==> src/rtl/agc_pkg.sv <==
// Shared types and defaults for the windowed AGC block.
// Optional build macro used by agc_window_ctrl: AGC_FAST_OVERLOAD_EN.
package agc_pkg;

    typedef enum logic [1:0] {
        IDLE     = 2'd0,
        SETTLE   = 2'd1,
        SAMPLING = 2'd2,
        EVAL     = 2'd3
    } agc_state_t;

    typedef enum logic [1:0] {
        HOLD      = 2'd0,
        STEP_UP   = 2'd1,
        STEP_DOWN = 2'd2
    } agc_dec_t;

    // Defaults for the 4-level, 12-bit front end; level 0 in the low slice.
    localparam int          DEF_LEVELS    = 4;
    localparam int          DEF_DATA_W    = 12;
    localparam logic [47:0] DEF_THR_LOWER = {12'd1798, 12'd1792, 12'd1792, 12'd1792};
    localparam logic [47:0] DEF_THR_UPPER = {12'd3884, 12'd3723, 12'd3884, 12'd3686};

    // Bits needed to count 0..n-1, never less than one.
    function automatic int cnt_w(input int n);
        return (n < 2) ? 1 : $clog2(n);
    endfunction

endpackage

==> src/rtl/agc_peak_tracker.sv <==
// Min/max accumulator over one measurement window with a sticky overload flag.
// The first valid sample after clear loads both extremes.
module agc_peak_tracker #(
    parameter int DATA_W        = 12,
    parameter int OVERLOAD_CODE = 3944
) (
    input  logic              adc_clk,
    input  logic              rst_n,
    input  logic              clear,
    input  logic              valid,
    input  logic [DATA_W-1:0] data,
    output logic [DATA_W-1:0] max_val,
    output logic [DATA_W-1:0] min_val,
    output logic              overload
);

    localparam logic [DATA_W-1:0] OVF_CODE = DATA_W'(OVERLOAD_CODE);

    logic loaded;

    always_ff @(posedge adc_clk) begin
        if (!rst_n || clear) begin
            max_val  <= '0;
            min_val  <= '0;
            overload <= 1'b0;
            loaded   <= 1'b0;
        end else if (valid) begin
            loaded <= 1'b1;
            if (!loaded || data > max_val) max_val <= data;
            if (!loaded || data < min_val) min_val <= data;
            if (data > OVF_CODE) overload <= 1'b1;
        end
    end

endmodule

==> src/rtl/agc_window_ctrl.sv <==
// Windowed AGC: measures peak-to-peak per window and steps an N-level gain index.
// Build macro AGC_FAST_OVERLOAD_EN aborts a window on the first overload sample.
module agc_window_ctrl
    import agc_pkg::*;
#(
    parameter int DATA_W        = 12,
    parameter int GAIN_LEVELS   = 4,
    parameter int WINDOW_LEN    = 512,
    parameter int STABLE_CYCLES = 5,
    parameter int SETTLE_CYCLES = 16,
    parameter int OVERLOAD_CODE = 3944
) (
    input  logic                           adc_clk,
    input  logic                           rst_n,
    input  logic [DATA_W-1:0]              adc_data,
    input  logic                           adc_valid,
    input  logic                           enable,
    input  logic [GAIN_LEVELS*DATA_W-1:0]  thr_lower,
    input  logic [GAIN_LEVELS*DATA_W-1:0]  thr_upper,
    output logic [$clog2(GAIN_LEVELS)-1:0] gain_ctrl,
    output logic                           gain_update,
    output logic [DATA_W-1:0]              peak_value,
    output logic                           overload,
    output logic                           stable,
    output agc_state_t                     state_dbg
);

    localparam int GAIN_W = $clog2(GAIN_LEVELS);
    localparam int WIN_W  = cnt_w(WINDOW_LEN);
    localparam int SET_W  = cnt_w(SETTLE_CYCLES);
    localparam int STB_W  = cnt_w(STABLE_CYCLES + 1);

    localparam logic [GAIN_W-1:0] GAIN_MAX = GAIN_W'(GAIN_LEVELS - 1);
    localparam logic [WIN_W-1:0]  WIN_LAST = WIN_W'(WINDOW_LEN - 1);
    localparam logic [SET_W-1:0]  SET_LAST = SET_W'((SETTLE_CYCLES > 0) ? SETTLE_CYCLES - 1 : 0);
    localparam logic [STB_W-1:0]  STB_MAX  = STB_W'(STABLE_CYCLES);
    localparam logic [DATA_W-1:0] OVF_CODE = DATA_W'(OVERLOAD_CODE);

    agc_state_t        state, state_next;
    agc_dec_t          dec;
    logic              in_band;
    logic [WIN_W-1:0]  win_cnt;
    logic [SET_W-1:0]  settle_cnt;
    logic [STB_W-1:0]  stable_cnt;
    logic              trk_clear, trk_valid, trk_ovf;
    logic [DATA_W-1:0] trk_max, trk_min, peak, thr_lo, thr_hi;
    logic              sample_ovf;

    agc_peak_tracker #(
        .DATA_W        (DATA_W),
        .OVERLOAD_CODE (OVERLOAD_CODE)
    ) u_tracker (
        .adc_clk  (adc_clk),
        .rst_n    (rst_n),
        .clear    (trk_clear),
        .valid    (trk_valid),
        .data     (adc_data),
        .max_val  (trk_max),
        .min_val  (trk_min),
        .overload (trk_ovf)
    );

    assign peak       = trk_max - trk_min;
    assign thr_lo     = thr_lower[int'(gain_ctrl) * DATA_W +: DATA_W];
    assign thr_hi     = thr_upper[int'(gain_ctrl) * DATA_W +: DATA_W];
    assign sample_ovf = adc_valid && (adc_data > OVF_CODE);
    assign stable     = (stable_cnt == STB_MAX);
    assign state_dbg  = state;

    always_ff @(posedge adc_clk) begin
        if (!rst_n) state <= IDLE;
        else        state <= state_next;
    end

    always_comb begin
        state_next = state;
        dec        = HOLD;
        in_band    = 1'b0;
        trk_clear  = (state != SAMPLING);
        trk_valid  = adc_valid && (state == SAMPLING);

        // First matching rule decides; a rule pinned at a gain limit still wins.
        if (trk_ovf) begin
            if (gain_ctrl != '0) dec = STEP_DOWN;
        end else if (peak > thr_hi) begin
            if (gain_ctrl != '0) dec = STEP_DOWN;
        end else if (peak < thr_lo) begin
            if (gain_ctrl != GAIN_MAX) dec = STEP_UP;
        end else begin
            in_band = 1'b1;
        end

        case (state)
            IDLE:     if (enable) state_next = SETTLE;
            SETTLE:   if (SETTLE_CYCLES == 0 || (adc_valid && settle_cnt == SET_LAST))
                          state_next = SAMPLING;
            SAMPLING: begin
                if (adc_valid && win_cnt == WIN_LAST) state_next = EVAL;
`ifdef AGC_FAST_OVERLOAD_EN
                if (sample_ovf) state_next = EVAL;
`endif
            end
            EVAL:     state_next = (dec != HOLD) ? SETTLE : SAMPLING;
            default:  state_next = IDLE;
        endcase

        if (!enable) state_next = IDLE;
    end

    always_ff @(posedge adc_clk) begin
        if (!rst_n) begin
            gain_ctrl   <= '0;
            gain_update <= 1'b0;
            peak_value  <= '0;
            overload    <= 1'b0;
            stable_cnt  <= '0;
            win_cnt     <= '0;
            settle_cnt  <= '0;
        end else begin
            gain_update <= 1'b0;

            if (state != SETTLE || state_next != SETTLE) settle_cnt <= '0;
            else if (adc_valid)                          settle_cnt <= settle_cnt + 1'b1;

            if (state != SAMPLING || state_next != SAMPLING) win_cnt <= '0;
            else if (adc_valid)                              win_cnt <= win_cnt + 1'b1;

            if (state == EVAL && enable) begin
                peak_value  <= peak;
                overload    <= trk_ovf;
                gain_update <= (dec != HOLD);
                if (dec == STEP_UP)   gain_ctrl <= gain_ctrl + 1'b1;
                if (dec == STEP_DOWN) gain_ctrl <= gain_ctrl - 1'b1;
                if (!in_band)                  stable_cnt <= '0;
                else if (stable_cnt != STB_MAX) stable_cnt <= stable_cnt + 1'b1;
            end else if (!enable) begin
                stable_cnt <= '0;
            end
        end
    end

endmodule

==> config.mk <==
export PLATFORM = sky130hd
export DESIGN_NAME = agc_window_ctrl
export DESIGN_NICKNAME = d
export VERILOG_FILES = /design/src/rtl/agc_pkg.sv /design/src/rtl/agc_peak_tracker.sv /design/src/rtl/agc_window_ctrl.sv
export SDC_FILE = /design/constraint.sdc
export NUM_CORES = 1
export LEC_CHECK = 0
export CAP_MARGIN = 20
export CORE_MARGIN = 2
export CORE_UTILIZATION = 45
export CTS_BUF_LIST = sky130_fd_sc_hd__clkbuf_16
export DETAILED_ROUTE_END_ITERATION = 12
export PLACE_DENSITY = 0.74
export SYNTH_ARGS = -nofsm -noshare
export SYNTH_HDL_FRONTEND = slang
export SYNTH_SLANG_ARGS = --single-unit
==> constraint.sdc <==
create_clock -name adc_clk -period 9.7 [get_ports adc_clk]
set_input_delay 1.94 -clock adc_clk [delete_from_list [all_inputs] [get_ports adc_clk]]
set_output_delay 1.94 -clock adc_clk [all_outputs]
set_load 0.02 [all_outputs]
# ---- After elaboration in Yosys (flattened, before gate mapping)
# Index checks and enable logic that the tools add are counted.
# W data, S select, Z words.
dict set report word_totals {
  regBits 60
  n_memories 0
  ramBits 0
  inputBits 112
  output_inout_bits 19
  latchBits 0
  elab_cells 85
  rom_bits 0
}
dict set report classes {
  n_bitwise 1
  magnitude_cmp 5
  multipliers 1
  reduce_logical 23
  n_mux 19
  n_addsub 6
  div 0
  eq_ne 16
  shifts 2
}
# operator count
set op_table {}
lappend op_table {{$shiftx A48 B32 Y12} 1}
lappend op_table {{$shiftx A48 B7 Y12} 1}
lappend op_table {{$gt A12 B12 Y1} 2}
lappend op_table {{$lt A12 B12 Y1} 2}
lappend op_table {{$mux W2} 9}
lappend op_table {{$gt A12 B12 Y1 const B} 1}
lappend op_table {{$mux W3} 4}
lappend op_table {{$reduce_and A2 Y1} 6}
lappend op_table {{$sub A12 B12 Y12} 1}
lappend op_table {{$add A9 B1 Y9 const B} 1}
lappend op_table {{$eq A9 B9 Y1 const B} 1}
lappend op_table {{$pmux W2 S4} 1}
lappend op_table {{$eq A2 B2 Y1 const B} 3}
lappend op_table {{$ne A2 B1 Y1 const B} 3}
lappend op_table {{$ne A2 B2 Y1 const B} 3}
lappend op_table {{$reduce_bool A2 Y1} 3}
lappend op_table {{$logic_or A1 B1 Y1} 5}
lappend op_table {{$mux W1} 5}
lappend op_table {{$add A4 B1 Y4 const B} 1}
lappend op_table {{$eq A2 B1 Y1 const B} 2}
lappend op_table {{$eq A4 B4 Y1 const B} 1}
lappend op_table {{$logic_and A1 B1 Y1} 4}
lappend op_table {{$mul A2 B2 Y4 const B} 1}
lappend op_table {{$reduce_or A2 Y1} 2}
lappend op_table {{9 further kinds} 10}

# ---- Longest topological paths before layout
# Gate-level depths: netlist (run 1).
dict set report logic_depth {
  ltp_word 13
  ltp_mapped 21
  ltp_nobuf 21
}

# ---- Hierarchy
# From an unflattened synthesis (run 1), not the netlist that was laid out.
dict set report hier_totals {
  hier_cells 568
  area_unflattened_um2 4961.0
}
# mod area_per_inst_um2 cells_per_inst n_inst seq_area_each_um2
set by_module_without_submodules {}
lappend by_module_without_submodules {agc_window_ctrl 3176.8 355 1 680.7}
lappend by_module_without_submodules {agc_peak_tracker 1784.2 213 1 520.5}

# ---- Worst setup path after synthesis (run 1)
# Ideal clock, no wire load.
dict set report synth_timing {
  path_kind {input -> register}
  start {input thr_upper[47]}
  end {register gain_ctrl[1]}
  path_buffers 0
  path_slack_ns 5.231
  t_required_ns 9.585
  stages 13
  t_arrival_ns 4.354
  setup_time_ns 0.115
  cell_sequence {mux4_2 -> inv_1 -> ha_1 -> a21oi_1 -> o21ai_0 -> a2111oi_0 -> a21oi_1 -> nor2_1 -> nand2_1 -> ha_1 -> nor3_1 -> xor2_1 -> and2_1}
}
dict set report synth_between {
  elab_chain_cells 7
  elab_cells_between_ends 9
  cone_classes {order compare: 1; eq/ne: 2; shift: 1; mux: 3; reduce/logical: 2}
}
# item line_no
set synth_rtl {}
lappend synth_rtl {{start, declared} agc_window_ctrl.sv:19} ;# input logic [GAIN_LEVELS*DATA_W-1:0] thr_upper,
lappend synth_rtl {{$shiftx A48 B7 Y12 *} agc_window_ctrl.sv:65} ;# assign thr_hi = thr_upper[int'(gain_ctrl) * DATA_W +: DATA_W];
lappend synth_rtl {{$gt A12 B12 Y1 *} agc_window_ctrl.sv:85} ;# end else if (peak > thr_hi) begin
lappend synth_rtl {{$mux W2 *} agc_window_ctrl.sv:85}
lappend synth_rtl {{$mux W2 *} agc_window_ctrl.sv:83} ;# if (trk_ovf) begin
lappend synth_rtl {{$eq A2 B1 Y1 / $eq A2 B2 Y1 (equally long branches)} {agc_window_ctrl.sv:132, agc_window_ctrl.sv:133}}
lappend synth_rtl {{$reduce_bool A2 Y1 (no source line)} -}
lappend synth_rtl {{$reduce_and A2 Y1 (no source line)} -}
lappend synth_rtl {{end signal, assigned} agc_window_ctrl.sv:132} ;# if (dec == STEP_UP) gain_ctrl <= gain_ctrl + 1'b1;
lappend synth_rtl {{end signal, assigned} agc_window_ctrl.sv:133} ;# if (dec == STEP_DOWN) gain_ctrl <= gain_ctrl - 1'b1;
lappend synth_rtl {{end, declared} agc_window_ctrl.sv:20} ;# output logic [$clog2(GAIN_LEVELS)-1:0] gain_ctrl,
# Mark *: on every way between the ends. The rest lies on a longest branch, timed or not.
# A chain may end at the register's enable or synchronous reset.

# ---- Worst setup path after layout (run 1)
dict set report layout_timing {
  start {input thr_upper[9]}
  end {register gain_ctrl[1]}
}
# Same word-level chain as after synthesis.

==> qor.yml, run 1 <==
critical_path.cell_chain: "clkdlybuf4s50_1 -> mux4_2 -> inv_1 -> ha_1 -> a21oi_1 -> o21ai_0 -> a2111oi_0 -> a21oi_1 -> nor2_1 -> nand2_1 -> ha_1 -> xnor2_1 -> nor3_1 -> xor2_1 -> and2_1"
die_h_um: 106
end_kind: "flop"
slew_headroom: 0.381
cts_root_buffer: "clkbuf_16"
switchingPower_mw: 0.135
num_vias: 4215
wirelength_um: 12300
arrival_ns: 5.12
grt_max_degree: 32
combPwrFrac: 0.131
gp_congestion: 0.866
core_region_area_um2: 10200
synth_fp_nets: 695
hp-class: "reg -> reg"
hold_viol: 0
period_minus_slack_ns: 4.91
timing.fmax_ghz: 0.204
numCtsBuffers: 9
cpMaxStageDelayCell: "mux4_2"
die_x_um: 106
setup_ws_ns: 4.79
placed_area_um2: 6050
io_pins: 131
cap_violations: 0
slew_viol_final: 0
initial_utilization: 0.457
finalSetupViolCount: 0
synthArstFlopShare: 0
grt_pass1_wl_um: 19700
peakVddDrop_v: 0.000101
power.internal_mw: 0.498
ys.warnings.count: 0
swShare: 0.213
layout_commonest_cell: "clkdlybuf4s50_1"
p_seq_frac: 0.391
io_buffer_count: 130
tightestPinTransition_ns: 0.928
finalClockSkew_ns: 0.00315
drive_above_1_share: 0.0663
rows: 37
period_share: 0.506
nets: 821
cts_setup_buffers: 0
crit_path_start_kind: "primary input"
wl_per_cell_um: 15.6
final_area_um2: 6340
synth_seq_area_share: 0.258
powerDensity_nw_per_um2: 99.9
synth_seq_cells: 60
area_delta_synth_final_pct: 36.2
status: "complete, no violations"
hold_buffers: 0
antenna_found_initial: 0
firstDrtPassIters: 7
grt-ovfl-total: 0
drc: 0
yosys.cell_types.count: 52
rsz0062_at_grt: "false"
critical_path_class: "in -> reg"
htreeDepth: 3
insertion_delay_ns: 0.32
hpwlAfterDp_um: 9780
crit_fanout: 3
crit_required_ns: 9.91
via_per_inst: 5.37
hold_slack_ns: 0.453
antenna_cells: 0
clock_path_buffers: 2
grt_pass1_vias: 4166
clockPowerShare: 0.478
die-area_um2: 11200
syn_avg_cell_area_um2: 8.98
ctsResizeCount: 0
drtIter0Drc: 156
syn_inst: 518
ys.flop_type: "dfxtp_1"
tns_ns: 0
cts.sinks: 60
p_total_mw: 0.633
slowest_delay_ns: 0.47
clkTransAtPathRegs_ns: 0.05
synth_edf_count: 0
final_cell_mix: "clkdlybuf4s50_1, ha_1, dfxtp_1, nor2_1, inv_1"
grtUsageTotal: 0.218
syn-cell-area_um2: 4650
ant_nets: 0
dp_slack_ns: 4.48
cts_tree: "built"
p_leak_nw: 2.64
==> sequential cells by signal, summed over array words and instances (netlist names) <==
name and cells:
gain_ctrl 2, u_tracker.overload 1, stable_cnt 3, u_tracker.max_val 12, u_tracker.min_val 12, u_tracker.loaded 1, gain_update 1, state_dbg 2
win_cnt 9, peak_value 12, overload 1, settle_cnt 4
==> critical path: cells and delay by family <==
family | cells | cell delay (ns)
buffers and inverters | 2 | 0.49
AOI/OAI and AO/OA | 4 | 0.83
adders and majority gates | 2 | 0.47
and+or+nand+nor | 4 | 0.70
xor gates and xnor gates | 2 | 0.23
muxes | 1 | 0.47
==> power groups by stage <==
| stage | clock network [mW] | registers, mW | logic, mW |
|---|---|---|---|
| 2_1_floorplan | 0 | 0.253 | 0.0266 |
| 3_3_place_gp | 0 | 0.253 | 0.0798 |
| 3_5_place_dp | 0 | 0.253 | 0.0822 |
| 4_1_cts | 0.308 | 0.247 | 0.0826 |
| 5_1_grt | 0.320 | 0.247 | 0.0896 |
| 6_report | 0.303 | 0.247 | 0.0828 |
==> cell usage after synthesis, drive strengths merged, types with 4 or more instances <==
cell	count	share of area
xor2	10	0.019
nand4	14	0.019
dfxtp	60	0.26
xnor2	12	0.023
nand3	13	0.014
o31ai	6	0.013
inv	54	0.044
nor2b	8	0.011
buf	9	0.012
a21oi	23	0.026
o21ai	13	0.015
o21a	5	0.0081
a21o	7	0.011
a21boi	12	0.019
mux4	23	0.11
clkbuf	7	0.0056
nand2	43	0.035
ha	64	0.17
mux2i	29	0.062
or3	4	0.0054
nor3	8	0.0086
nor2	58	0.047
==> cells by family (layout without fill, tap and decap cells) <==
group                    Yosys count  after routing  share of synthesized area
AO/OA/AOI/OAI                     82             82                      0.121
buffers and inverters             70            201                     0.0608
XOR/XNOR                          22             22                     0.0414
AND/OR/NAND/NOR                  167            167                      0.169
multiplexers                      52             52                      0.174
flip-flops                        60             60                      0.258
adder cells (fa/ha/maj)           65             65                      0.176
==> area by class of cell <==
cell class | count | area (µm²)
Inverter | 54 | 203
Timing Repair Buffer | 131 | 1310
Tap cell | 136 | 170
Sequential cell | 60 | 1200
Fill cell | 873 | 3850
Multi-Input combinational cell | 388 | 3170
Clock buffer | 9 | 225
Clock inverter | 7 | 58.8
==> worst paths after layout <==
kind / slack [ns] / cells after the start / start / end
setup / recovery: 4.79 / 15 / thr_upper[9] / gain_ctrl[1]$_SDFFE_PN0P_
hold / removal: 0.45 / 2 / peak_value[11]$_SDFFE_PN0P_ / peak_value[11]$_SDFFE_PN0P_
setup reg to reg: 5.08 / 19 / u_tracker.min_val[1]$_SDFFE_PP0P_ / gain_ctrl[1]$_SDFFE_PN0P_
hold reg to reg: 0.45 / 2 / peak_value[11]$_SDFFE_PN0P_ / peak_value[11]$_SDFFE_PN0P_
==> through the flow <==
step | util | std cells
CTS | 0.622 | 785
finish | 0.622 | 785
detailed placement | 0.594 | 769
floorplan | - | 518
global route | 0.622 | 785
global placement | 0.594 | 769
==> per-layer routing <==
layer,routed length (µm),track usage
met4,109,0.0367
met3,533,0.0532
met2,6250,0.390
met5,0,0
met1,5380,0.270
Power figures use the tool's default switching activity.
==> run 2, diff against run 1 <==
- clock period: 9.7 -> 4.9 ns (I/O delays scaled with it)
==> run 2 against run 1 <==
Effect of this change:
- sequential share of layout area shrank 0.11 points
- count of clock-buffer cells in the layout is the same
- global-route usage grew 0.70 points
- total power grew 110%
- worst setup slack lost 4.4 ns
- sequential power grew 98%
- sequential cell count is the same
- clock power grew 120%
- critical path type is now reg -> reg
- critical endpoint unchanged
- largest cell class unchanged
- highest routed layer unchanged
==> qor.yml, run 2 (synthesis gave the netlist of run 1 again) <==
p_leak_nw: 2.65
hpwlAfterDp_um: 9840
grtUsageTotal: 0.225
final_cell_mix: "clkdlybuf4s50_1, ha_1, dfxtp_1, nor2_1, inv_1"
area_delta_synth_final_pct: 37.0
nets: 823
initial_utilization: 0.457
insertion_delay_ns: 0.33
met3_length_um: 480
multi_input_area_um2: 3170
seq_area_um2: 1200
drc: 0
tightestPinTransition_ns: 0.897
end_kind: "flop"
hold_buffers: 0
cap_violations: 0
cpMaxStageDelayCell: "o31ai_1"
wirelength_um: 12300
power.internal_mw: 1.04
p_total_mw: 1.31
cp.depth: 18
route.top_layer_used: "met4"
core_region_area_um2: 10200
peakVddDrop_v: 0.000200
cts.sinks: 60
hp-class: "reg -> reg"
cts_tree: "built"
grt-ovfl-total: 0
crit_buf_inv: 1
r2r_slack_ns: 0.40
cts_root_buffer: "clkbuf_16"
cts_setup_buffers: 0
rows: 37
switchingPower_mw: 0.272
tns_ns: 0
p_seq_frac: 0.374
critical_path_class: "reg -> reg"
die_h_um: 106
status: "complete, no violations"
antenna_found_initial: 0
io_pins: 131
timing.fmax_ghz: 0.222
io_buffer_count: 130
slowest_delay_ns: 0.43
crit_path_start_kind: "flop"
arrival_ns: 4.72
clock_path_buffers: 2
crit_required_ns: 5.12
cp_top_family: "compound AO/OA/AOI/OAI gates"
die_x_um: 106
crit_fanout: 4
ctsResizeCount: 0
hold_viol: 0
drive_above_1_share: 0.0692
wl_met1_um: 5370
hold_depth: 2
reg2reg_depth: 18
htreeDepth: 3
fillerInstances: 875
ant_nets: 0
top_regs: "peak_value (12), u_tracker.max_val (12), u_tracker.min_val (12)"
powerDensity_nw_per_um2: 205
period_share: 0.918
wl_met2_um: 6250
numCtsBuffers: 9
combPwrFrac: 0.125
grt_pass1_vias: 4289
num_vias: 4177
drtIter0Drc: 171
clkTransAtPathRegs_ns: 0.06
gp_congestion: 0.886
layout_commonest_cell: "clkdlybuf4s50_1"
clockPowerShare: 0.501
grt_pass1_wl_um: 20400
antenna_cells: 0
slew_headroom: 0.402
firstDrtPassIters: 4
grt_max_degree: 27
rsz0062_at_grt: "false"
critical_path.cell_chain: "inv_1 -> ha_1 -> nor2b_1 -> o31ai_1 -> a211oi_1 -> o31a_1 -> xnor2_1 -> ha_1 -> a21oi_1 -> o21ai_0 -> a2111oi_0 -> a21oi_1 -> nor2_1 -> nand2_1 -> ha_1 -> nor3_1 -> xor2_1 -> and2_1"
finalSetupViolCount: 0
swShare: 0.208
period_minus_slack_ns: 4.50
via_per_inst: 5.31
slew_viol_final: 0
die-area_um2: 11200
critPathMostFrequentCell: "ha_1"
wl_per_cell_um: 15.7
finalClockSkew_ns: 0.00769
run 2: path summary, 6_finish.rpt:
| path | start | end |
|---|---|---|
| worst max-delay path | u_tracker.min_val[1]$_SDFFE_PP0P_ | gain_ctrl[1]$_SDFFE_PN0P_ |
| worst max register to register | u_tracker.min_val[1]$_SDFFE_PP0P_ | gain_ctrl[1]$_SDFFE_PN0P_ |
| worst min-delay path | peak_value[11]$_SDFFE_PN0P_ | peak_value[11]$_SDFFE_PN0P_ |
| worst min register to register | peak_value[11]$_SDFFE_PN0P_ | peak_value[11]$_SDFFE_PN0P_ |
run 2: stage by stage:
step	worst slack (ns)	cell area (µm²)	hold slack (ns)	std cells	util
after detailed placement	0.425	6070	0.450	771	0.596
after floorplan	1.01	4650	0.463	518	-
after global placement	0.669	6070	0.441	771	0.596
after global routing	0.0585	6370	0.493	786	0.626
final	0.404	6370	0.455	786	0.626
after CTS	0.395	6370	0.457	786	0.626
run 2: power by group through the flow:
stage	combinational, mW	clock (mW)	sequential [mW]
floorplan	0.0527	0	0.500
global placement	0.158	0	0.500
detailed placement	0.163	0	0.500
CTS	0.164	0.666	0.490
global route	0.178	0.687	0.490
finish	0.164	0.655	0.490
run 2: tightest hold or removal path, delay by kind of cell (launching register included):
family / cells / cell delay [ns]
AO/OA/AOI/OAI: 1 / 0.05
AND/OR/NAND/NOR: 1 / 0.05
flip-flops: 1 / 0.31
run 2: layer usage:
metal	vias up	global-route usage
li1	2097	-
met1	1979	0.276
met2	83	0.399
met3	18	0.0532
met4	0	0.0536
met5	-	0
run 2: cell type report:
cell class / instances / area share
sequential: 60 / 0.189
inverter: 54 / 0.0318
tap: 136 / 0.0267
multi-input combinational: 388 / 0.497
clock buffer: 9 / 0.0353
timing repair buffer: 133 / 0.208
clock inverter: 6 / 0.0126
==> run 3, diff against run 2 <==
--- a/config.mk
+++ b/config.mk
@@ -11,5 +11,5 @@
 export CTS_BUF_LIST = sky130_fd_sc_hd__clkbuf_16
 export DETAILED_ROUTE_END_ITERATION = 12
-export PLACE_DENSITY = 0.74
+export PLACE_DENSITY = 0.76
 export SYNTH_ARGS = -nofsm -noshare
 export SYNTH_HDL_FRONTEND = slang
==> constraint.sdc (replaced) <==
create_clock -name adc_clk -period 4.9 [get_ports adc_clk]
set_input_delay 0.98 -clock adc_clk [delete_from_list [all_inputs] [get_ports adc_clk]]
set_output_delay 0.98 -clock adc_clk [all_outputs]
set_load 0.005 [all_outputs]
==> run 3 against run 2 <==
Effect of this change:
- wire length increased by 1.3%
- cell count grew 0.13%
- critical path depth unchanged
- worst hold slack worse by 0.0063 ns
- via count unchanged
- sequential cell count unchanged
- final area rose by 0.20%
- critical endpoint unchanged
- largest power group unchanged
==> qor.yml, run 3 (synthesis gave the netlist of run 1 again) <==
status: "complete, no violations"
arrival_ns: 4.49
numCtsBuffers: 9
clock_path_buffers: 2
peakVddDrop_v: 0.000211
core_region_area_um2: 10200
hpwlAfterDp_um: 10200
hold_slack_ns: 0.449
slew_viol_final: 0
r2r_slack_ns: 0.63
grt_max_degree: 27
antenna_cells: 0
cap_violations: 0
min-delay-start: "peak_value[5]$_SDFFE_PN0P_"
final_cell_mix: "clkdlybuf4s50_1, ha_1, dfxtp_1, nor2_1, inv_1"
die_x_um: 106
initial_utilization: 0.457
dp_cells: 772
wl_per_cell_um: 15.9
area_delta_synth_final_pct: 37.3
fillerInstances: 903
tns_ns: 0
insertion_delay_ns: 0.33
drc: 0
grt-ovfl-total: 0
clkTransAtPathRegs_ns: 0.05
period_share: 0.871
rows: 37
die_h_um: 106
reg2reg_depth: 18
p_seq_frac: 0.375
crit_required_ns: 5.12
hold_depth: 2
io_pins: 131
cts_setup_buffers: 0
drtIter0Drc: 124
top_regs: "peak_value (12), u_tracker.max_val (12), u_tracker.min_val (12)"
period_minus_slack_ns: 4.27
finalSetupViolCount: 0
switchingPower_mw: 0.270
r2r_end: "gain_ctrl[1]$_SDFFE_PN0P_"
hold_buffers: 0
ant_nets: 0
grtUsageTotal: 0.225
hold_viol: 0
clockPowerShare: 0.499
wirelength_um: 12500
cts_tree: "built"
rsz0062_at_grt: "false"
power.internal_mw: 1.04
grt_pass1_wl_um: 20300
grt_pass1_vias: 4309
firstDrtPassIters: 4
r2r-start: "u_tracker.min_val[1]$_SDFFE_PP0P_"
hp-class: "reg -> reg"
hold_path_end: "peak_value[5]$_SDFFE_PN0P_"
die-area_um2: 11200
swShare: 0.207
powerDensity_nw_per_um2: 205
finalClockSkew_ns: 0.00660
crit_path_start_kind: "flop"
gp_congestion: 0.876
stdcell_count: 787
drive_above_1_share: 0.0722
via_per_inst: 5.31
crit_fanout: 4
layout_commonest_cell: "clkdlybuf4s50_1"
timing.fmax_ghz: 0.234
num_vias: 4177
combPwrFrac: 0.126
antenna_found_initial: 0
slew_headroom: 0.425
tightestPinTransition_ns: 0.860
io_buffer_count: 130
p_leak_nw: 2.66
end_kind: "flop"
critical_path_class: "reg -> reg"
nets: 824
cts.sinks: 60
cts_root_buffer: "clkbuf_16"
htreeDepth: 3
-- run 3: routing by layer --
layer / vias to the layer above / track usage / part of all wire
li1: 2095 / - / -
met5: - / 0 / 0
met4: 0 / 0.0686 / 0.016
met2: 90 / 0.399 / 0.52
met1: 1975 / 0.270 / 0.42
met3: 17 / 0.0507 / 0.046
-- run 3: worst max-delay path, cell delays in order (launching register included) --
cell and delay (ns):
dfxtp_1 0.38, inv_1 0.08, ha_1 0.26, nor2b_1 0.15, o31ai_2 0.30, a211oi_1 0.16, o31a_1 0.33, xnor2_1 0.27
ha_1 0.32, a21oi_1 0.20, o21ai_0 0.12, a2111oi_0 0.33, a21oi_1 0.17, nor2_1 0.18, nand2_1 0.11, ha_1 0.34
nor3_1 0.23, xor2_1 0.09, and2_1 0.16
-- run 3: area by class of cell --
type	count	area [µm²]	area share
inverter	54	203	0.0317
tap	136	170	0.0267
timing repair buffer	134	1330	0.209
multi-input combinational	388	3170	0.497
clock buffer	9	225	0.0353
clock inverter	6	80.1	0.0125
sequential	60	1200	0.188
-- run 3: stage by stage --
step           utilization  cell area, µm²  power [mW]  worst slack (ns)
6_report             0.627            6380        1.31             0.631
5_1_grt              0.627            6380        1.35            0.0925
4_1_cts              0.626            6380        1.32             0.474
3_5_place_dp         0.596            6070       0.663             0.510
3_3_place_gp         0.596            6070       0.658             0.674
2_1_floorplan            -            4650       0.553              1.01
-- run 3: power groups by stage --
stage	combinational [mW]	clock [mW]	sequential, mW
4_1_cts	0.165	0.665	0.490
6_report	0.165	0.653	0.490
3_3_place_gp	0.158	0	0.500
5_1_grt	0.178	0.685	0.490
3_5_place_dp	0.163	0	0.500
2_1_floorplan	0.0527	0	0.500
-- run 3: worst max path at each step --
stage / cells past startpoint / from / endpoint
global route: 18 / u_tracker.min_val[1]$_SDFFE_PP0P_ / gain_ctrl[1]$_SDFFE_PN0P_
detailed placement: 18 / u_tracker.min_val[1]$_SDFFE_PP0P_ / gain_ctrl[1]$_SDFFE_PN0P_
floorplan: 18 / u_tracker.min_val[1]$_SDFFE_PP0P_ / gain_ctrl[1]$_SDFFE_PN0P_
finish: 18 / u_tracker.min_val[1]$_SDFFE_PP0P_ / gain_ctrl[1]$_SDFFE_PN0P_
global placement: 18 / u_tracker.min_val[1]$_SDFFE_PP0P_ / gain_ctrl[1]$_SDFFE_PN0P_
CTS: 18 / u_tracker.min_val[1]$_SDFFE_PP0P_ / gain_ctrl[1]$_SDFFE_PN0P_
-- run 3: what timing repair did --
item | CTS | global route
gates resized for setup | 0 | 1
endpoints found under the hold margin | 0 | 0
endpoints found under the setup margin | 0 | 2
